`config.mk`:
```
export PLATFORM = sky130hd
export DESIGN_NAME = dyn_branch_predictor
export DESIGN_NICKNAME = d
export VERILOG_FILES = /design/src/rtl/dyn_branch_predictor.sv
export SDC_FILE = /design/constraint.sdc
export NUM_CORES = 2
export LEC_CHECK = 0
export CAP_MARGIN = 25
export CORE_MARGIN = 1
export CORE_UTILIZATION = 52
export CTS_CLUSTER_DIAMETER = 120
export DETAILED_ROUTE_END_ITERATION = 7
export PLACE_DENSITY_LB_ADDON = 0.2
export SYNTH_ARGS = -nofsm -noshare
export SYNTH_HDL_FRONTEND = slang
export SYNTH_SLANG_ARGS = --single-unit
```
`constraint.sdc`:
```
create_clock -name CLK -period 5.97 [get_ports CLK]
set_input_delay 1.4925 -clock CLK [delete_from_list [all_inputs] [get_ports CLK]]
set_output_delay 1.4925 -clock CLK [all_outputs]
set_load 0.01 [all_outputs]
```
`src/rtl/dyn_branch_predictor.sv`:
```
// Dynamic branch predictor for the IF stage: PHT of saturating counters,
// tagged BTB, optional gshare history and resolved-branch statistics.
module dyn_branch_predictor #(
    parameter int INDEX_BITS = 6,
    parameter int CTR_BITS   = 2,
    parameter int TAG_BITS   = 8,
    parameter int GHR_BITS   = 0,
    parameter int STAT_WIDTH = 16
) (
    input  logic                  CLK,
    input  logic                  Reset_L,
    input  logic                  bp_enable,
    input  logic [31:0]           if_pc,
    output logic                  pred_taken,
    output logic [31:0]           pred_target,
    output logic [INDEX_BITS-1:0] pred_index,
    input  logic                  upd_valid,
    input  logic [31:0]           upd_pc,
    input  logic [INDEX_BITS-1:0] upd_index,
    input  logic                  upd_taken,
    input  logic [31:0]           upd_target,
    input  logic                  upd_mispredict,
    output logic [STAT_WIDTH-1:0] stat_branches,
    output logic [STAT_WIDTH-1:0] stat_mispredicts
);

    localparam int ENTRIES = 1 << INDEX_BITS;
    localparam int GW      = (GHR_BITS > 0) ? GHR_BITS : 1;
    localparam int TAG_LO  = INDEX_BITS + 2;
    localparam int TAG_HI  = INDEX_BITS + TAG_BITS + 1;

    localparam logic [CTR_BITS-1:0] CTR_INIT =
        CTR_BITS'((1 << (CTR_BITS - 1)) - 1);
    localparam logic [CTR_BITS-1:0] CTR_MAX  = '1;
    localparam logic [STAT_WIDTH-1:0] STAT_MAX = '1;

    logic [CTR_BITS-1:0]   ctr [ENTRIES];
    logic [ENTRIES-1:0]    btbValid;
    logic [TAG_BITS-1:0]   btbTag [ENTRIES];
    logic [31:0]           btbTarget [ENTRIES];
    logic [GW-1:0]         ghr;

    logic [INDEX_BITS-1:0] ghrExt;
    logic [INDEX_BITS-1:0] lookIdx;
    logic [TAG_BITS-1:0]   lookTag;
    logic [TAG_BITS-1:0]   updTag;
    logic                  btbHit;
    logic                  ctrTaken;
    logic [31:0]           pcPlus4;
    logic                  unusedBits;

    assign ghrExt  = (GHR_BITS > 0) ? INDEX_BITS'(ghr) : '0;
    assign lookIdx = if_pc[INDEX_BITS+1:2] ^ ghrExt;
    assign lookTag = if_pc[TAG_HI:TAG_LO];
    assign updTag  = upd_pc[TAG_HI:TAG_LO];

    assign btbHit   = btbValid[lookIdx] && (btbTag[lookIdx] == lookTag);
    assign ctrTaken = ctr[lookIdx][CTR_BITS-1];
    assign pcPlus4  = if_pc + 32'd4;

    // Reset gating keeps the fall-through path clean while Reset_L is low.
    assign pred_index  = lookIdx;
    assign pred_taken  = Reset_L && bp_enable && btbHit && ctrTaken;
    assign pred_target = pred_taken ? btbTarget[lookIdx] : pcPlus4;

    assign unusedBits = ^{if_pc[1:0], if_pc[31:TAG_HI+1],
                          upd_pc[TAG_LO-1:0], upd_pc[31:TAG_HI+1]};

    always_ff @(negedge CLK or negedge Reset_L) begin
        if (!Reset_L) begin
            for (int i = 0; i < ENTRIES; i++) begin
                ctr[i] <= CTR_INIT;
            end
        end else if (upd_valid) begin
            if (upd_taken) begin
                if (ctr[upd_index] != CTR_MAX) begin
                    ctr[upd_index] <= ctr[upd_index] + 1'b1;
                end
            end else if (ctr[upd_index] != '0) begin
                ctr[upd_index] <= ctr[upd_index] - 1'b1;
            end
        end
    end

    // Not-taken outcomes leave the BTB alone; taken ones overwrite aliases.
    always_ff @(negedge CLK or negedge Reset_L) begin
        if (!Reset_L) begin
            btbValid <= '0;
            for (int i = 0; i < ENTRIES; i++) begin
                btbTag[i]    <= '0;
                btbTarget[i] <= '0;
            end
        end else if (upd_valid && upd_taken) begin
            btbValid[upd_index]  <= 1'b1;
            btbTag[upd_index]    <= updTag;
            btbTarget[upd_index] <= upd_target;
        end
    end

    always_ff @(negedge CLK or negedge Reset_L) begin
        if (!Reset_L) begin
            ghr <= '0;
        end else if (upd_valid && (GHR_BITS > 0)) begin
            ghr <= GW'({ghr, upd_taken});
        end
    end

    always_ff @(negedge CLK or negedge Reset_L) begin
        if (!Reset_L) begin
            stat_branches    <= '0;
            stat_mispredicts <= '0;
        end else if (upd_valid) begin
            if (stat_branches != STAT_MAX) begin
                stat_branches <= stat_branches + 1'b1;
            end
            if (upd_mispredict && (stat_mispredicts != STAT_MAX)) begin
                stat_mispredicts <= stat_mispredicts + 1'b1;
            end
        end
    end

endmodule

```
# Word-level counts from Yosys, hierarchy flattened
# Index checks and enable logic that the tools add are counted.
dict set report totals {
  reg_bits 2784
  latch_bits 0
  ramBits 0
  mem_bits_ro 0
  output_inout_bits 71
  memories 0
}
dict set report classes {
  n_addsub 5
  multipliers 0
  div_mod_pow 0
  magnitude_cmp 6
  n_eq_ne 5
  shifts 0
  muxes 30
  bitwise_logic 3
  reduce_logical 13
}
# operator n
set op_table {}
lappend op_table {{$bwmux W2048} 1}
lappend op_table {{$bwmux W512} 1}
lappend op_table {{$mux W128} 3}
lappend op_table {{$bwmux W128} 2}
lappend op_table {{$bmux W32 S6} 1}
lappend op_table {{$demux W32 S6} 1}
lappend op_table {{$mux W32} 4}
lappend op_table {{$or A64 B64 Y64} 1}
lappend op_table {{$bmux W8 S6} 1}
lappend op_table {{$demux W8 S6} 1}
lappend op_table {{$add A16 B1 Y16 const B} 2}
lappend op_table {{$add A32 B3 Y32 const B} 1}
lappend op_table {{$ne A16 B16 Y1 const B} 2}
lappend op_table {{$bmux W2 S6} 2}
lappend op_table {{$mux W8} 3}
lappend op_table {{$ge A7 B7 Y1 const B} 2}
lappend op_table {{$lt A6 B7 Y1 const B} 2}
lappend op_table {{$not A6 Y7} 2}
lappend op_table {{$demux W2 S6} 1}
lappend op_table {{$mux W2} 5}
lappend op_table {{$eq A8 B8 Y1} 1}
lappend op_table {{$logic_and A1 B1 Y1} 8}
lappend op_table {{$lt A7 B1 Y1 const B} 1}
lappend op_table {{$bmux W1 S6} 1}
lappend op_table {{other kinds (10)} 13}

# Longest topological paths before layout
dict set report depth {
  ltp_word 9
  depth_mapped 18
  mapped_depth_nobuf 14
}

==> key figures <==
Outcome
  – Status: finished with violations
  – Failing checks: negative setup slack

Drt
  – Total wire length: 387 mm
  – Final antenna-violating net count: 0
  – Detail-routed via count per cell: 6.32
  – Via Count: 76800
  – Drt pass-1 iters: 8
  – First DRT Iteration DRCs: 6843
  – Wire length per cell: 31.9 microns
  – # DRC: 0

Place
  – IO Port Bufs: 154
  – Dpl hpwl: 248 mm
  – Area post-placement: 140000 sq um
  – GPL Wtd Cong: 0.947
  – Pre-CTS setup slack: -2.40 ns

Critical path
  – CP startpoint kind: register
  – Crit-path cells: mux4_2 -> mux2_4 -> a221oi_2 -> o32a_1 -> xor2_1 -> nand4b_1 -> nor4_4 -> nand4_4 -> buf_12 -> buf_12 -> buf_6 -> mux2_4 -> buf_6
  – WP data required: 4.48 ns
  – Reg-to-Reg End: ctr[7]
  – Kind of critical path: reg2out
  – Reg-to-reg slack, setup: 2.59 ns
  – Worst Setup End Kind: output port
  – Critical path's largest stage delay: 0.47 ns
  – Crit Path Max Fanout: 5
  – Worst-path cell with the longest stage delay: mux4_2
  – R2R depth: 13
  – Worst Path Arrival: 7.09 ns

Yosys
  – Synth warn: 0
  – Avg Cell Area, Syn: 15.8 sq um
  – FF+latch count, synth: 2784
  – Post-synth EDFFs: 0
  – Post-Synthesis Cells: 8032
  – Synth async-reset ratio: 100%
  – Post-Syn Area: 127000 sq um
  – Syn nets: 8145
  – Top FF cell, synth: dfrtn_1
  – Sequential-to-total area share from yosys stat: 55.0%
  – Number of distinct library cells after synthesis: 63

Timing
  – Final WS setup: -2.62 ns
  – Hold Vio Cnt, Final: 0
  – Least-Margin Pin Slew: 1.09 ns
  – Worst relative slew slack: 27.6%
  – Max Transition Viols Final: 0
  – RSZ-0062 raised after global routing: true
  – Setup TNS: -184.06 ns
  – Clk_skew: 0.0705 ns
  – Setup violations, final: 207

Die
  – Core Footprint: 241000 sq um
  – Std-Cell Rows: 180
  – Starting Density: 52.5%
  – Die area: 246000 sq um
  – I/O Pins: 179
  – Die W: 496 microns
  – Vert. Die Dim: 496 microns

Global route
  – GRT Residual Overflow: 0
  – GRT Util Overall: 31.9%
  – Vias in the first global route: 81200
  – Largest net degree at the start of global routing: 181
  – Initial antenna violation count: 21
  – First-pass GRT wire length: 572 mm

Clocking
  – Clk Latency, worst-skew pair: 0.93 ns
  – Sink Count: 2784
  – Hold buffers post-CTS: 0
  – Inserted Clock Buffers: 313
  – Clock root cell: clkbuf_16
  – H-tree levels: 5
  – Clock Path Buffers: 4
  – CTS tree: yes
  – Clock slew at reported path FFs: 0.04 ns

Cells and area
  – Area delta synth->final: 21.0%
  – Fin area: 153000 sq um
  – Layout cells sized above 1: 60.5%
  – Core Util, Final: 63.5%
  – Fin nets: 8844

Power and ir drop
  – Peak supply drop: 271 uV
  – P_leak: 0.0724 uW
  – Power Density: 305 nW/um^2

Worst hold path
  – Min-delay src: btbValid[15]
  – Hold endpoint: btbValid[15]
  – Hold path cells: 1
  – Hold crit path type: reg2reg

Job
  – Max_cap viols: 0
==> state kept, by name, indices dropped and copies added (netlist names), named ones only <==
| name | count |
|---|---|
| btbTarget | 2048 |
| btbTag | 512 |
| btbValid | 64 |
| ctr | 64 |
| stat_branches | 16 |
| stat_mispredicts | 16 |
==> cell usage in the layout, fill, tap and decap left out, types with 67 or more instances in the layout <==
master / count
buf_6: 122
clkbuf_1: 73
dfrtn_1: 2720
buf_12: 335
buf_2: 70
mux2_2: 2597
mux4_2: 780
mux2_4: 67
inv_1: 70
nand2_4: 80
buf_4: 528
mux2i_1: 84
clkbuf_16: 325
nand2_1: 100
==> cell families (layout without fill, tap and decap cells) <==
family	Yosys count	count (layout)	synth area share, %
AND/OR/NAND/NOR	553	553	2.06
AO/OA/AOI/OAI	276	276	1.48
other	0	7	0
buffers and inverters	820	1750	2.63
adder cells (fa/ha/maj)	5	5	0.0494
XOR/XNOR	64	64	0.442
multiplexers	3530	3530	38.3
flip-flops	2784	2784	55.0
==> metal layers <==
metal	part of all wire (%)	track usage [%]
met4	4.4	12.4
met5	0.014	0
met2	47	49.7
met3	7.1	6.09
met1	42	44.7
==> power by group <==
group	internal [uW]	total [uW]	switching [uW]
Clock	11600	19500	7910
Combinational	2940	5480	2540
Sequential	20800	21700	890
Total	35300	46700	11300
==> how the worst max path moves through the flow <==
stage | from | cells past startpoint | to | slack [ns]
detailed placement | upd_index[0] | 16 | ctr[119] | -2.40
CTS | btbTag[134] | 15 | pred_target[19] | -2.80
floorplan | upd_index[2] | 17 | ctr[105] | -1.82
global placement | upd_index[2] | 14 | ctr[119] | -2.36
global route | btbTag[227] | 13 | pred_target[19] | -2.74
finish | btbTag[195] | 13 | pred_target[19] | -2.62
==> per-stage QoR <==
| stage | std cells | total power [uW] | hold WS (ns) |
|---|---|---|---|
| global route | 12200 | 48200 | 0.423 |
| finish | 12200 | 46700 | 0.411 |
| global placement | 11400 | 27100 | 0.407 |
| CTS | 12100 | 46800 | 0.411 |
| detailed placement | 11400 | 27300 | 0.410 |
| floorplan | 8032 | 25000 | 0.394 |
==> worst max-delay path, delay by kind of cell (launching register included) <==
family                 cells  cell delay (ns)
multiplexers               3             1.06
buffers and inverters      4             0.58
AND/OR/NAND/NOR            3             0.57
AO/OA/AOI/OAI              2             0.45
flip-flops                 1             0.34
XOR/XNOR                   1             0.19
==> final cells by class <==
cell class | instances | area [sq um]
fill | 17100 | 88100
sequential | 2784 | 69700
multi-input combinational | 4428 | 55500
timing repair buffer | 1131 | 13600
clock buffer | 446 | 9000
tap | 3185 | 3990
clock inverter | 164 | 1440
inverter | 9 | 43.8
antenna | 7 | 17.5
==> synthesized netlist by cell type, drive strengths merged (49+ instances only) <==
library cell / instances / share of area [%]
a22oi: 64 / 0.38
buf: 197 / 0.78
clkbuf: 613 / 1.8
dfrtn: 2720 / 54
dfstp: 64 / 1.3
mux2: 2664 / 24
mux2i: 86 / 0.68
mux4: 780 / 14
nand2: 229 / 0.68
nand3: 49 / 0.19
nor2: 105 / 0.31
o21ai: 92 / 0.36
or2: 65 / 0.32
==> timing repair <==
action / 4_1_cts / 5_1_grt
endpoints found under the hold margin: 0 / 0
pin swaps: 46 / 42
setup endpoints to repair: 2761 / 1162
setup buffers: 81 / 41
gates cloned: 11 / 7
gates resized for setup: 590 / 197
Power figures use the tool's default switching activity.
